--- src/rtl/keypad_scanner_if.sv ---
// Keypad-side and event-side signals of keypad_scanner. master = the scanner, slave = keypad model / downstream consumer.
// key_valid is a one-cycle strobe with no ready: the consumer must take key_code in that cycle; key_code holds until the next accept.
interface keypad_scanner_if;
  logic [3:0] row_in;
  logic [3:0] col_out;
  logic [3:0] key_code;
  logic       key_valid;
  logic       digit_pulse;
  logic       enter_pulse;
  logic       done_pulse;
  logic       key_held;

  modport master (
    input  row_in,
    output col_out, key_code, key_valid, digit_pulse, enter_pulse, done_pulse, key_held
  );

  modport slave (
    output row_in,
    input  col_out, key_code, key_valid, digit_pulse, enter_pulse, done_pulse, key_held
  );
endinterface

--- src/rtl/keypad_scanner.sv ---
// 4x4 keypad scanner: walks a low column, samples synchronized rows once per column dwell,
// classifies each full frame and debounces press/release over DEBOUNCE_SCANS frames.
module keypad_scanner #(
  parameter int SCAN_DIV       = 12500,
  parameter int DEBOUNCE_SCANS = 4
) (
  input  logic             clock,
  input  logic             reset,
  keypad_scanner_if.master kp,
  output logic [1:0]       dbg_state_o
);

  localparam int DW = $clog2(SCAN_DIV);
  localparam int CW = $clog2(DEBOUNCE_SCANS + 1);
  localparam logic [DW-1:0] DWELL_LAST = DW'(SCAN_DIV - 1);
  localparam logic [CW-1:0] CNT_MAX    = CW'(DEBOUNCE_SCANS);
  // Nibble {row,col} holds the key code at that position.
  localparam logic [63:0] KEYMAP = {4'hD, 4'hE, 4'hF, 4'h0,
                                    4'hC, 4'h9, 4'h8, 4'h7,
                                    4'hB, 4'h6, 4'h5, 4'h4,
                                    4'hA, 4'h3, 4'h2, 4'h1};

  typedef enum logic [1:0] {IDLE = 2'd0, CAND = 2'd1, PRESSED = 2'd2} state_e;

  logic [3:0]    row_s1_q, row_s2_q;
  logic [DW-1:0] dwell_q;
  logic [1:0]    col_idx_q;
  logic [1:0]    hits_q;
  logic [3:0]    acc_code_q;
  state_e        state_q, state_d;
  logic [CW-1:0] cnt_q, cnt_d, rel_cnt_q, rel_cnt_d;
  logic [3:0]    cand_q, cand_d;
  logic [3:0]    key_code_q, key_code_d;
  logic          key_valid_q, accept;

  logic          last_dwell, frame_end;
  logic [2:0]    col_hits, tot;
  logic [3:0]    col_code, frame_code;
  logic          frame_none, frame_single;

  always_comb begin
    last_dwell = (dwell_q == DWELL_LAST);
    frame_end  = last_dwell && (col_idx_q == 2'd3);
    col_hits   = 3'd0;
    col_code   = 4'h0;
    for (int r = 0; r < 4; r++) begin
      if (!row_s2_q[r]) begin
        col_hits = col_hits + 3'd1;
        col_code = KEYMAP[{r[1:0], col_idx_q, 2'b00} +: 4];
      end
    end
    // hits_q saturates at 2, so tot > 1 already means MULTI.
    tot          = {1'b0, hits_q} + col_hits;
    frame_code   = (hits_q == 2'd0) ? col_code : acc_code_q;
    frame_none   = (tot == 3'd0);
    frame_single = (tot == 3'd1);
  end

  always_ff @(posedge clock or posedge reset) begin
    if (reset) begin
      row_s1_q   <= 4'hF;
      row_s2_q   <= 4'hF;
      dwell_q    <= '0;
      col_idx_q  <= 2'd0;
      hits_q     <= 2'd0;
      acc_code_q <= 4'h0;
    end else begin
      row_s1_q <= kp.row_in;
      row_s2_q <= row_s1_q;
      if (last_dwell) begin
        dwell_q   <= '0;
        col_idx_q <= col_idx_q + 2'd1;
        if (frame_end) begin
          hits_q     <= 2'd0;
          acc_code_q <= 4'h0;
        end else begin
          hits_q <= (tot > 3'd1) ? 2'd2 : tot[1:0];
          if (hits_q == 2'd0) acc_code_q <= col_code;
        end
      end else begin
        dwell_q <= dwell_q + DW'(1);
      end
    end
  end

  always_ff @(posedge clock or posedge reset) begin
    if (reset) begin
      state_q     <= IDLE;
      cnt_q       <= '0;
      rel_cnt_q   <= '0;
      cand_q      <= 4'h0;
      key_code_q  <= 4'h0;
      key_valid_q <= 1'b0;
    end else begin
      state_q     <= state_d;
      cnt_q       <= cnt_d;
      rel_cnt_q   <= rel_cnt_d;
      cand_q      <= cand_d;
      key_code_q  <= key_code_d;
      key_valid_q <= accept;
    end
  end

  always_comb begin
    state_d   = state_q;
    cnt_d     = cnt_q;
    rel_cnt_d = rel_cnt_q;
    cand_d    = cand_q;
    accept    = 1'b0;
    if (frame_end) begin
      case (state_q)
        IDLE: begin
          if (frame_single) begin
            cand_d = frame_code;
            cnt_d  = CW'(1);
            if (DEBOUNCE_SCANS == 1) begin
              state_d   = PRESSED;
              rel_cnt_d = '0;
              accept    = 1'b1;
            end else begin
              state_d = CAND;
            end
          end
        end
        CAND: begin
          if (frame_single && (frame_code == cand_q)) begin
            cnt_d = (cnt_q == CNT_MAX) ? cnt_q : cnt_q + CW'(1);
            if (cnt_d == CNT_MAX) begin
              state_d   = PRESSED;
              rel_cnt_d = '0;
              accept    = 1'b1;
            end
          end else if (frame_single) begin
            cand_d = frame_code;
            cnt_d  = CW'(1);
          end else begin
            state_d = IDLE;
            cnt_d   = '0;
          end
        end
        PRESSED: begin
          if (frame_none) begin
            rel_cnt_d = (rel_cnt_q == CNT_MAX) ? rel_cnt_q : rel_cnt_q + CW'(1);
            if (rel_cnt_d == CNT_MAX) begin
              state_d   = IDLE;
              rel_cnt_d = '0;
              cnt_d     = '0;
            end
          end else begin
            rel_cnt_d = '0;
          end
        end
        default: state_d = IDLE;
      endcase
    end
    key_code_d = accept ? cand_d : key_code_q;
  end

  always_comb begin
    kp.col_out     = ~(4'b0001 << col_idx_q);
    kp.key_code    = key_code_q;
    kp.key_valid   = key_valid_q;
    kp.digit_pulse = key_valid_q && (key_code_q != 4'hD) && (key_code_q != 4'hE);
    kp.enter_pulse = key_valid_q && (key_code_q == 4'hE);
    kp.done_pulse  = key_valid_q && (key_code_q == 4'hD);
    kp.key_held    = (state_q == PRESSED);
    dbg_state_o    = state_q;
  end

endmodule

--- src/flat_wrapper.sv ---
// flat-port wrapper written by rule: the top's interface ports become plain ports
module keypad_scanner_flat 
#(
  parameter int SCAN_DIV       = 12500,
  parameter int DEBOUNCE_SCANS = 4
)
  (clock, reset, dbg_state_o, kp_row_in, kp_col_out, kp_key_code, kp_key_valid, kp_digit_pulse, kp_enter_pulse, kp_done_pulse, kp_key_held);
  keypad_scanner_if kp_i ();
  input  logic clock;
  input  logic reset;
  output logic [1:0] dbg_state_o;
  input wire logic [$bits(kp_i.row_in)-1:0] kp_row_in;
  output wire logic [$bits(kp_i.col_out)-1:0] kp_col_out;
  output wire logic [$bits(kp_i.key_code)-1:0] kp_key_code;
  output wire logic [$bits(kp_i.key_valid)-1:0] kp_key_valid;
  output wire logic [$bits(kp_i.digit_pulse)-1:0] kp_digit_pulse;
  output wire logic [$bits(kp_i.enter_pulse)-1:0] kp_enter_pulse;
  output wire logic [$bits(kp_i.done_pulse)-1:0] kp_done_pulse;
  output wire logic [$bits(kp_i.key_held)-1:0] kp_key_held;
  assign kp_i.row_in = kp_row_in;
  assign kp_col_out = kp_i.col_out;
  assign kp_key_code = kp_i.key_code;
  assign kp_key_valid = kp_i.key_valid;
  assign kp_digit_pulse = kp_i.digit_pulse;
  assign kp_enter_pulse = kp_i.enter_pulse;
  assign kp_done_pulse = kp_i.done_pulse;
  assign kp_key_held = kp_i.key_held;
  keypad_scanner #(.SCAN_DIV(SCAN_DIV), .DEBOUNCE_SCANS(DEBOUNCE_SCANS)) u_core (.clock(clock), .reset(reset), .kp(kp_i), .dbg_state_o(dbg_state_o));
endmodule
--- config.mk ---
export PLATFORM = sky130hd
export DESIGN_NAME = keypad_scanner_flat
export DESIGN_NICKNAME = d
export VERILOG_FILES = /design/src/rtl/keypad_scanner_if.sv /design/src/rtl/keypad_scanner.sv /design/src/flat_wrapper.sv
export SDC_FILE = /design/constraint.sdc
export NUM_CORES = 1
export LEC_CHECK = 0
export ABC_AREA = 1
export BUFFER_PORTS_ARGS = -buffer_cell sky130_fd_sc_hd__buf_4
export CAP_MARGIN = 0
export CORE_MARGIN = 5
export CORE_UTILIZATION = 60
export CTS_CLUSTER_SIZE = 8
export DETAILED_ROUTE_END_ITERATION = 10
export PLACE_DENSITY = 0.91
export SETUP_SLACK_MARGIN = 0.5
export SLEW_MARGIN = 25
export SYNTH_ARGS = -nofsm -noshare
export SYNTH_HDL_FRONTEND = slang
export SYNTH_SLANG_ARGS = --single-unit
--- constraint.sdc ---
create_clock -name clock -period 6.35 [get_ports clock]
set_input_delay 1.27 -clock clock [delete_from_list [all_inputs] [get_ports clock]]
set_output_delay 1.27 -clock clock [all_outputs]
set_load 0.01 [all_outputs]
After elaboration in Yosys (flattened, before gate mapping). Cells that the tools add are included. W data, S select, Z words.

Bits in registers: 47. Bits in latches: 0. Memory bits (writable): 0. Bits in read-only memories: 0. Input bits: 6. Output and inout port bits: 15. Logic and storage cells: 103. Memories kept: 0.

Add/sub/neg operators: 8. $mul: 0. Divide/modulo/power cells: 0. Order comparisons: 1. Eq/ne operators: 21. Shifts and indexed selects: 5. Multiplexer cells: 41. Bitwise logic cells: 1. Reductions and logical operators: 14.

Operators by type and width (number): $shiftx A64 B7 Y4 const A (2); $shiftx A64 B5 Y4 const A (1); $shiftx A64 B6 Y4 const A (1); $mux W3 (13); $mux W4 (9); $mux W2 (8); $add A14 B1 Y14 const B (1); $eq A14 B14 Y1 const B (1); $mux W14 (1); $add A3 B1 Y3 const B (4); $eq A3 B3 Y1 const B (4); $ne A2 B1 Y1 const B (5); $pmux W3 S3 (1); $eq A4 B4 Y1 const B (2); $ne A4 B4 Y1 const B (2); $pmux W4 S2 (1); $logic_and A1 B1 Y1 (6); $mux W1 (6); $ne A3 B3 Y1 const B (2); $pmux W2 S3 (1); $pmux W3 S2 (1); $reduce_and A6 Y1 (1); $reduce_and A5 Y1 (1); $eq A2 B2 Y1 const B (2); other kinds (14) (15).

Longest topological paths before layout. Gate-level depths: netlist (run 1).

Word-level depth: 13. Depth in mapped cells: 22. Gate-level depth less buffers: 22.

Least setup slack after synthesis (run 1). OpenSTA, ideal clock, no wires.

Path type: reg2reg. Start: register u_core.row_s2_q[1]. End: register u_core.key_code_q[1] (netlist: u_core.kp.key_code[1]). Setup time: 116 ps. Data arrival time: 2948 ps. Required time: 6234 ps. Slack: 3285 ps. Cell stages (with the launch flop): 21. Buffers on the path: 0. Clock period less this slack: 3065 ps. Cell sequence: dfstp_2 inv_1 ha_1 inv_1 nor2_1 nor2_1 ha_1 nand2_1 nand2_1 fa_1 nand3b_1 nand2_1 nand3_2 nand2_4 nand2_4 nor2_4 inv_2 nor2_4 nand3_2 nand2_1 nand2_1.

Word-level cells in the longest chain between the ends: 11. Elaborated cells on any way between the ends: 20. Those cells by class: add/sub: 3; eq/ne: 2; mux: 14; reduce/logical: 1.

Ends and longest elaborated chain: start: declaration (line keypad_scanner.sv:25) `logic [3:0] row_s1_q, row_s2_q;`; start signal: assignment (line keypad_scanner.sv:69) `row_s2_q <= row_s1_q;`; $mux W3 (line keypad_scanner.sv:47) `if (!row_s2_q[r]) begin`; $add A3 B1 Y3 (line keypad_scanner.sv:48) `col_hits = col_hits + 3'd1;`; $mux W3 (line keypad_scanner.sv:47); $add A3 B1 Y3 (line keypad_scanner.sv:48); $mux W3 (line keypad_scanner.sv:47); $add A2 B3 Y3 (line keypad_scanner.sv:53) `tot = {1'b0, hits_q} + col_hits;`; $eq A3 B1 Y1 (line keypad_scanner.sv:56) `frame_single = (tot == 3'd1);`; $mux W4 or $logic_and A1 B1 Y1 (tied branches) (line keypad_scanner.sv:113, keypad_scanner.sv:133, keypad_scanner.sv:126); $mux W4 or $mux W1 (tied branches) (line keypad_scanner.sv:126) `if (frame_single && (frame_code == cand_q)) begin`; $pmux W4 S2 or $mux W1 (tied branches) (line keypad_scanner.sv:111) `case (state_q)`; $mux W4 or $mux W1 (tied branches) (line keypad_scanner.sv:110) `if (frame_end) begin`; end signal: assignment (line keypad_scanner.sv:99) `key_code_q <= key_code_d;`; end: declaration (line keypad_scanner.sv:33) `logic [3:0] key_code_q, key_code_d;`.

Several ways; a longest one is shown, not always the timed one. A chain may end at the register's enable or synchronous reset.

Final worst setup path (run 1).
Start: register u_core.row_s2_q[1]. End: register u_core.key_code_q[3] (netlist: u_core.kp.key_code[3]).

Same word-level chain as after synthesis.

==> results of run 1 <==
[layout by cell type, fill, tap and decap left out, types with 8 or more instances in the layout]
cell type    n
nand3_1     29
dfstp_2      8
buf_4       20
o21ai_0     21
a21oi_1      8
inv_1       51
dfrtp_1     39
nand2_1    119
ha_1        18
nor2_1      35
[stage by stage]
step	instance area, um2	util [%]	hold slack, ns
CTS	3247	68.74	0.3639
finish	3248	68.77	0.3641
floorplan	2918	-	0.3452
global placement	3148	66.65	0.3463
global route	3248	68.77	0.3704
detailed placement	3148	66.65	0.3489
[flip-flops by register name, indices dropped and copies added, names as in the netlist]
register	count
u_core.kp.key_code	4
u_core.col_idx_q	2
u_core.cand_q	4
u_core.dwell_q	14
u_core.kp.key_valid	1
u_core.row_s1_q	4
u_core.acc_code_q	4
u_core.hits_q	2
u_core.dbg_state_o	2
u_core.rel_cnt_q	3
u_core.row_s2_q	4
u_core.cnt_q	3
[kinds of logic (layout without fill, tap and decap cells)]
family | count (synthesis) | in the layout | share of synthesized area [%]
xor+xnor | 7 | 7 | 2.101
buf+inv | 58 | 85 | 7.461
compound gates | 36 | 36 | 6.604
fa+ha+maj | 19 | 19 | 8.405
flops | 47 | 47 | 40.65
simple gates | 220 | 220 | 34.78
[power by group]
part	switching, uW	internal, uW
combinational	33.7	15.9
clock	109	89.1
sequential	2.44	304
total	145	409
[metal layers]
| layer | part of all wire [%] | wire, um | track usage, % | vias up |
|---|---|---|---|---|
| met3 | 5.5 | 342 | 4.740 | 13 |
| met2 | 51 | 3186 | 39.15 | 82 |
| met4 | 1.7 | 103 | 6.757 | 0 |
| met1 | 41 | 2575 | 26.19 | 1173 |
| li1 | - | - | - | 1273 |
| met5 | 0 | 0 | 0 | - |
[cell type report]
class,count,area [um2]
Clock buffer,6,82.58
Clock inverter,2,16.27
Fill cell,352,1475
Inverter,57,215.2
Multi-Input combinational cell,282,1514
Sequential cell,47,1186
Tap cell,67,83.83
Timing Repair Buffer,20,150.1
[path summary, 6_finish.rpt]
| check | start | to | depth (start not counted) |
|---|---|---|---|
| max | u_core.row_s2_q[1] | u_core.kp.key_code[3] | 20 |
| min | u_core.row_s1_q[2] | u_core.row_s2_q[2] | 0 |
| max reg2reg | u_core.row_s2_q[1] | u_core.kp.key_code[3] | 20 |
| min reg2reg | u_core.row_s1_q[2] | u_core.row_s2_q[2] | 0 |
| max in group asynchronous | reset | u_core.kp.key_valid | 2 |
| min in group asynchronous | reset | u_core.dwell_q[2] | 2 |
==> reports/qor.csv, run 1 <==
stage;metric;value;unit
logic_synthesis;post-synth-top-count-cell;nand2_1;
logic_synthesis;yosys_warnings;0;
cts;cts_max_path_buffers;2;
floorplan;die_w;79.74;um
drt;routed_wl;6208;um
timing;period_share;54.36;%
logic_synthesis;syn_avg_cell_area;7.540;um2
pwr;p_total;553.7;uW
floorplan;io_pins;21;
logic_synthesis;synth-main-ff-cell;dfrtp_1;
logic_synthesis;syn_area;2918;um2
worst_setup_path;end_kind;flip-flop;
drt;drc_errors;0;
worst_hold_path;hp-class;flip-flop to flip-flop;
place;dpl_worst_slack;2.974;ns
timing;fmax;289.7;MHz
cts;clk_latency;0.31;ns
timing;fin_crit;3.452;ns
timing;hold_violations;0;
cts;tritoncts;yes;
floorplan;core-area;4723;um2
outcome;outcome;finished clean;
drt;viasPerCell;5.283;
timing;fin_ws;2.898;ns
cells_and_area;finalNonFillerCells;481;
logic_synthesis;ys_seq_area_share;40.65;%
worst_setup_path;cp_data_required_time;6.55;ns
floorplan;start_util;61.77;%
logic_synthesis;synth.distinct_cells;31;
place;post-place-cells;473;
cts;holdBufCountCts;0;
global_routing;grt_max_degree;48;
timing;fin_skew;0.01628;ns
logic_synthesis;ys_seq_elements;47;
global_routing;grt_pass1_vias;2582;
floorplan;row_count;25;
worst_setup_path;crit_type;flip-flop to flip-flop;
drt;postRouteAntennaNets;0;
global_routing;antenna_found_initial;0;
logic_synthesis;synth_nets;412;
logic_synthesis;synth-edff-count;0;
worst_setup_path;critPathMostFrequentCell;nand2_1;
timing;setup_violations;0;
worst_setup_path;path_max_fanout;9;
global_routing;grt_pass1_wl;11110;um
cts;clk_pin_slew_worst_paths;0.10;ns
run;maxCapViolCount;0;
cts;root_buffer;clkbuf_8;
global_routing;grt.total_usage;21.89;%
logic_synthesis;synthDominantCellAreaShare;33.45;%
drt;firstDrtPassIters;6;
timing;fin_tns_setup;0;ns
worst_setup_path;max_stage_delay;0.57;ns
worst_setup_path;crit_buf_inv;3;
cells_and_area;syn2layout_area_growth;11.32;%
logic_synthesis;synth_area_leader_cell;dfrtp_1;
global_routing;grt-ovfl-total;0;
worst_setup_path;reg2reg_slack;2.90;ns
cells_and_area;n_antenna_cell;0;
place;numPortBuffers;20;
logic_synthesis;async_reset_ff_share;100.0;%
place;gp_congestion;0.8339;
logic_synthesis;synth_commonest_cells;nand2_1 (119), inv_1 (52), dfrtp_1 (39);
worst_setup_path;crit_arrival;3.65;ns
worst_setup_path;cp-start-kind;flip-flop;
timing;rsz0062_at_grt;no;
pwr;cellPowerDensity;170.5;nW/um2
pwr;p_leak;0.001650;uW
cts;post_cts_buffers;0;
logic_synthesis;synth_cells;387;
logic_synthesis;yosys-top-cells-area;dfrtp_1 (33%), nand2_1 (15%), ha_1 (7.7%), dfstp_2 (7.2%), inv_1 (6.7%);
cts;clock-sinks;47;
cts;cts-resized-gates;0;
floorplan;die_area;6358;um2
cells_and_area;nets;438;
worst_setup_path;slowest_stage;dfstp_2;
drt;wire_per_inst;12.91;um
worst_setup_path;crit_family;simple AND/OR/NAND/NOR gates;
timing;worst_slew_pin_slew;0.7979;ns
place;hpwl;4687;um
drt;vias;2541;
cts;h-tree-depth;2;
floorplan;die_y;79.74;um
pwr;max-vdd-ir-drop;0.1311;mV
timing;slew_headroom;46.74;%
cts;cts_buffers;5;
drt;drt_iter0_drc;220;
cells_and_area;drive_gt1_share;14.98;%
timing;maxSlewViolCount;0;
worst_setup_path;crit_chain;inv_1 > ha_1 > inv_1 > nor2_1 > nor2_1 > ha_1 > nand2_1 > nand2_1 > fa_1 > nand3b_1 > nand2_1 > nand3_2 > nand2_4 > nand2_4 > nor2_4 > inv_2 > nor2_4 > nand3_2 > nand2_1 > nand2_1;
Power figures use the tool's default switching activity.
==> run 2, diff against run 1 <==
--- a/config.mk
+++ b/config.mk
@@ -5,14 +5,14 @@
 export SDC_FILE = /design/constraint.sdc
 export NUM_CORES = 1
 export LEC_CHECK = 0
-export ABC_AREA = 1
+export ABC_AREA = 0
 export BUFFER_PORTS_ARGS = -buffer_cell sky130_fd_sc_hd__buf_4
 export CAP_MARGIN = 0
 export CORE_MARGIN = 5
-export CORE_UTILIZATION = 60
+export CORE_UTILIZATION = 54
 export CTS_CLUSTER_SIZE = 8
 export DETAILED_ROUTE_END_ITERATION = 10
-export PLACE_DENSITY = 0.91
+export PLACE_DENSITY = 0.87
 export SETUP_SLACK_MARGIN = 0.5
 export SLEW_MARGIN = 25
 export SYNTH_ARGS = -nofsm -noshare
==> constraint.sdc (replaced) <==
create_clock -name clock -period 2.75 [get_ports clock]
set_input_delay 0.55 -clock clock [delete_from_list [all_inputs] [get_ports clock]]
set_output_delay 0.55 -clock clock [all_outputs]
set_load 0.01 [all_outputs]
==> reports/qor.csv, run 2 <==
stage;metric;value;unit;change
global_routing;grt-ovfl-total;0;;unchanged
drt;dr_wl_met3;205;um;-40%
cells_and_area;regMostFlops;u_core.dwell_q;;
cells_and_area;largest_reg_flops;14;;unchanged
logic_synthesis;synth_commonest_cells;dfrtp_1 (39), nand2_1 (35), inv_1 (22);;
drt;routed_wl;6469;um;+4.2%
timing;fin_crit;3.389;ns;-0.06323 ns
drt;vias;2402;;-5.5%
logic_synthesis;yosys_warnings;0;;unchanged
worst_setup_path;crit_arrival;3.57;ns;-0.08 ns
worst_setup_path;end_kind;flip-flop;;
logic_synthesis;synth_cells;305;;-21%
cells_and_area;finalNonFillerCells;420;;-13%
logic_synthesis;synth.distinct_cells;61;;+97%
pwr;max-vdd-ir-drop;0.3015;mV;+130%
drt;wire_per_inst;15.40;um;+19%
worst_hold_path;whs_path_depth;1;;+1
logic_synthesis;synth-main-ff-cell;dfrtp_1;;
floorplan;core-area;5172;um2;+9.5%
drt;wl_met2;3447;um;+8.2%
timing;maxSlewViolCount;0;;unchanged
cells_and_area;post-route-util;68.77;%;about the same
logic_synthesis;synth_area_leader_cell;dfrtp_1;;
drt;wl_met1;2738;um;+6.3%
pwr;cellPowerDensity;386.8;nW/um2;+130%
drt;firstDrtPassIters;4;;-2
floorplan;start_util;56.43;%;-5.3 points
floorplan;io_pins;21;;unchanged
logic_synthesis;post-synth-top-count-cell;dfrtp_1;;
drt;drc_errors;0;;unchanged
worst_setup_path;max_stage_delay;0.56;ns;about the same
global_routing;grt_pass1_vias;2550;;-1.2%
place;hpwl;4816;um;+2.8%
cts;root_buffer;clkbuf_8;;
drt;drt_iter0_drc;129;;-41%
global_routing;antenna_found_initial;0;;unchanged
cts;clock-sinks;47;;unchanged
timing;fin_ws;-0.6385;ns;-3.537 ns
logic_synthesis;async_reset_ff_share;100.0;%;unchanged
logic_synthesis;syn_area;2919;um2;about the same
worst_setup_path;cp-start-kind;flip-flop;;
drt;viasPerCell;5.719;;+8.3%
cells_and_area;nFillCells;381;;+8.2%
global_routing;grt.total_usage;19.47;%;-2.4 points
logic_synthesis;ys_seq_area_share;40.63;%;about the same
timing;worst_slew_pin_slew;0.7631;ns;-0.03480 ns
worst_setup_path;crit_family;adder cells;;
floorplan;die_y;83.53;um;+4.8%
timing;fmax;295.1;MHz;+1.9%
cells_and_area;syn2layout_area_growth;21.86;%;
floorplan;die_area;6976;um2;+9.7%
cts;cts_max_path_buffers;2;;unchanged
cts;cts_buffers;5;;unchanged
drt;top_layer_used;met4;;
cells_and_area;layout_common_cells;buf_4 (39), dfrtp_1 (39), nand2_1 (34);;
floorplan;row_count;26;;+4.0%
logic_synthesis;synth_nets;330;;-20%
worst_setup_path;crit_chain;inv_2 > ha_4 > xnor2_4 > ha_1 > mux2_4 > fa_2 > xnor3_2 > nor3b_4 > buf_4 > nand2_4 > a2111oi_4 > buf_4 > o211a_1 > a21oi_2;;
place;numPortBuffers;20;;unchanged
timing;slew_headroom;49.07;%;+2.3 points
floorplan;die_w;83.53;um;+4.8%
cts;tritoncts;yes;;
pwr;p_leak;0.001551;uW;-6.0%
timing;fin_skew;0.01396;ns;-0.002324 ns
cells_and_area;layout.cell_area.non_filler;3557;um2;+9.5%
cts;clk_pin_slew_worst_paths;0.09;ns;about the same
worst_hold_path;hp-class;input pin to flip-flop;;
timing;timing.hold.ws;0.3442;ns;-0.01988 ns
cts;clk_latency;0.30;ns;about the same
worst_setup_path;crit_buf_inv;3;;unchanged
place;placed_area;3309;um2;+5.1%
worst_setup_path;reg2reg_depth;14;;-30%
logic_synthesis;yosys-top-cells-area;dfrtp_1 (33%), ha_1 (7.7%), dfstp_2 (7.2%), nand2_1 (4.5%), xnor2_1 (3.3%);;
worst_setup_path;critPathMostFrequentCell;buf_4;;
outcome;outcome;finished with violations;;
worst_setup_path;cp.depth;14;;-30%
cells_and_area;multi_input_comb_area;1758;um2;+16%
cts;holdBufCountCts;0;;unchanged
worst_setup_path;crit_type;flip-flop to flip-flop;;
worst_setup_path;slowest_stage;dfstp_2;;
worst_setup_path;path_max_fanout;4;;-5
cells_and_area;seq_area;1186;um2;unchanged
logic_synthesis;synthDominantCellAreaShare;33.43;%;about the same
logic_synthesis;syn_avg_cell_area;9.571;um2;+27%
timing;period_share;123.2;%;+69 points
drt;postRouteAntennaNets;0;;unchanged
cells_and_area;nets;374;;-15%
outcome;failed_checks;negative setup slack;;
run;maxCapViolCount;0;;unchanged
logic_synthesis;synth-edff-count;0;;unchanged
timing;setup_violations;18;;+18
global_routing;grt_max_degree;45;;-6.3%
timing;rsz0062_at_grt;yes;;
place;gp_congestion;0.8408;;+0.83%
timing;hold_violations;0;;unchanged
place;post-place-cells;408;;-14%
cells_and_area;n_antenna_cell;0;;unchanged
cts;h-tree-depth;2;;unchanged
cells_and_area;drive_gt1_share;26.29;%;+11 points
worst_setup_path;cp_data_required_time;2.94;ns;-3.61 ns
global_routing;grt_pass1_wl;11410;um;+2.7%
logic_synthesis;ys_seq_elements;47;;unchanged
run 2: cell count changes after synthesis, moves of 6 or more:
cell and change:
nor2b_1 +6, o21ai_0 -9, nor2_1 -15, xnor2_1 +11
inv_1 -30, a31oi_1 +6, nand2_1 -84, nand3_1 -18
a21oi_1 +9
run 2: cells by family (layout without fill, tap and decap cells):
family	Yosys count	after routing	synth area share, %
muxes	8	8	3.000
adders and majority gates	19	19	8.401
DFF	47	47	40.63
AOI/OAI and AO/OA	69	69	16.50
xor gates and xnor gates	18	18	5.872
buffers and inverters	27	72	3.558
and+or+nand+nor	117	117	22.03
run 2: path summary, 6_finish.rpt:
kind,from,endpoint,slack (ns)
worst max-delay path,u_core.row_s2_q[0],u_core.kp.key_code[0],-0.64
worst min-delay path,kp_row_in[2],u_core.row_s1_q[2],0.34
worst max register to register,u_core.row_s2_q[0],u_core.kp.key_code[0],-0.64
worst min register to register,u_core.row_s1_q[2],u_core.row_s2_q[2],0.36
max in group asynchronous,reset,u_core.row_s1_q[3],1.76
min in group asynchronous,reset,u_core.kp.key_code[3],0.36
run 2: layer usage:
metal	vias up	GRT usage [%]
met5	-	0
met4	0	6.871
met3	11	3.653
met2	44	35.28
met1	1172	22.92
li1	1175	-
run 2: worst register-to-register path: cells and delay by family, from the launching register on:
kind / cells / cell delay [ns]
xor+xnor: 2 / 0.41
simple gates: 2 / 0.29
mux: 1 / 0.28
compound gates: 3 / 0.47
fa+ha+maj: 3 / 0.89
buf+inv: 3 / 0.37
flops: 1 / 0.56
run 2: timing repair:
| action | in CTS | in global routing |
|---|---|---|
| cloned | 0 | 0 |
| buffers inserted | 3 | 1 |
| setup endpoints to repair | 19 | 20 |
| pin swaps | 5 | 5 |
| gates resized for setup | 11 | 12 |
run 2: layout make-up:
cell class / count / share of cell area, %
clock buffer: 5 / 1.935
multi-input combinational: 231 / 49.42
timing repair buffer: 42 / 9.180
tap: 70 / 2.462
inverter: 22 / 2.357
clock inverter: 3 / 1.301
sequential: 47 / 33.35
run 2: stage by stage:
stage / power [uW] / worst slack (ns) / setup TNS [ns]
floorplan: 806.0 / -0.6410 / -7.339
global placement: 841.9 / -0.5826 / -7.839
detailed placement: 848.6 / -0.7192 / -9.761
CTS: 1377 / -0.6152 / -8.564
global route: 1430 / -0.7930 / -11.57
finish: 1376 / -0.6385 / -8.967
run 2: power breakdown:
part	switching, uW	internal [uW]	total [uW]	leakage, uW
Combinational	80.2	72.3	153	0.000882
Clock	243	274	517	0.0000548
Sequential	5.28	702	707	0.000615
Total	328	1050	1380	0.00155
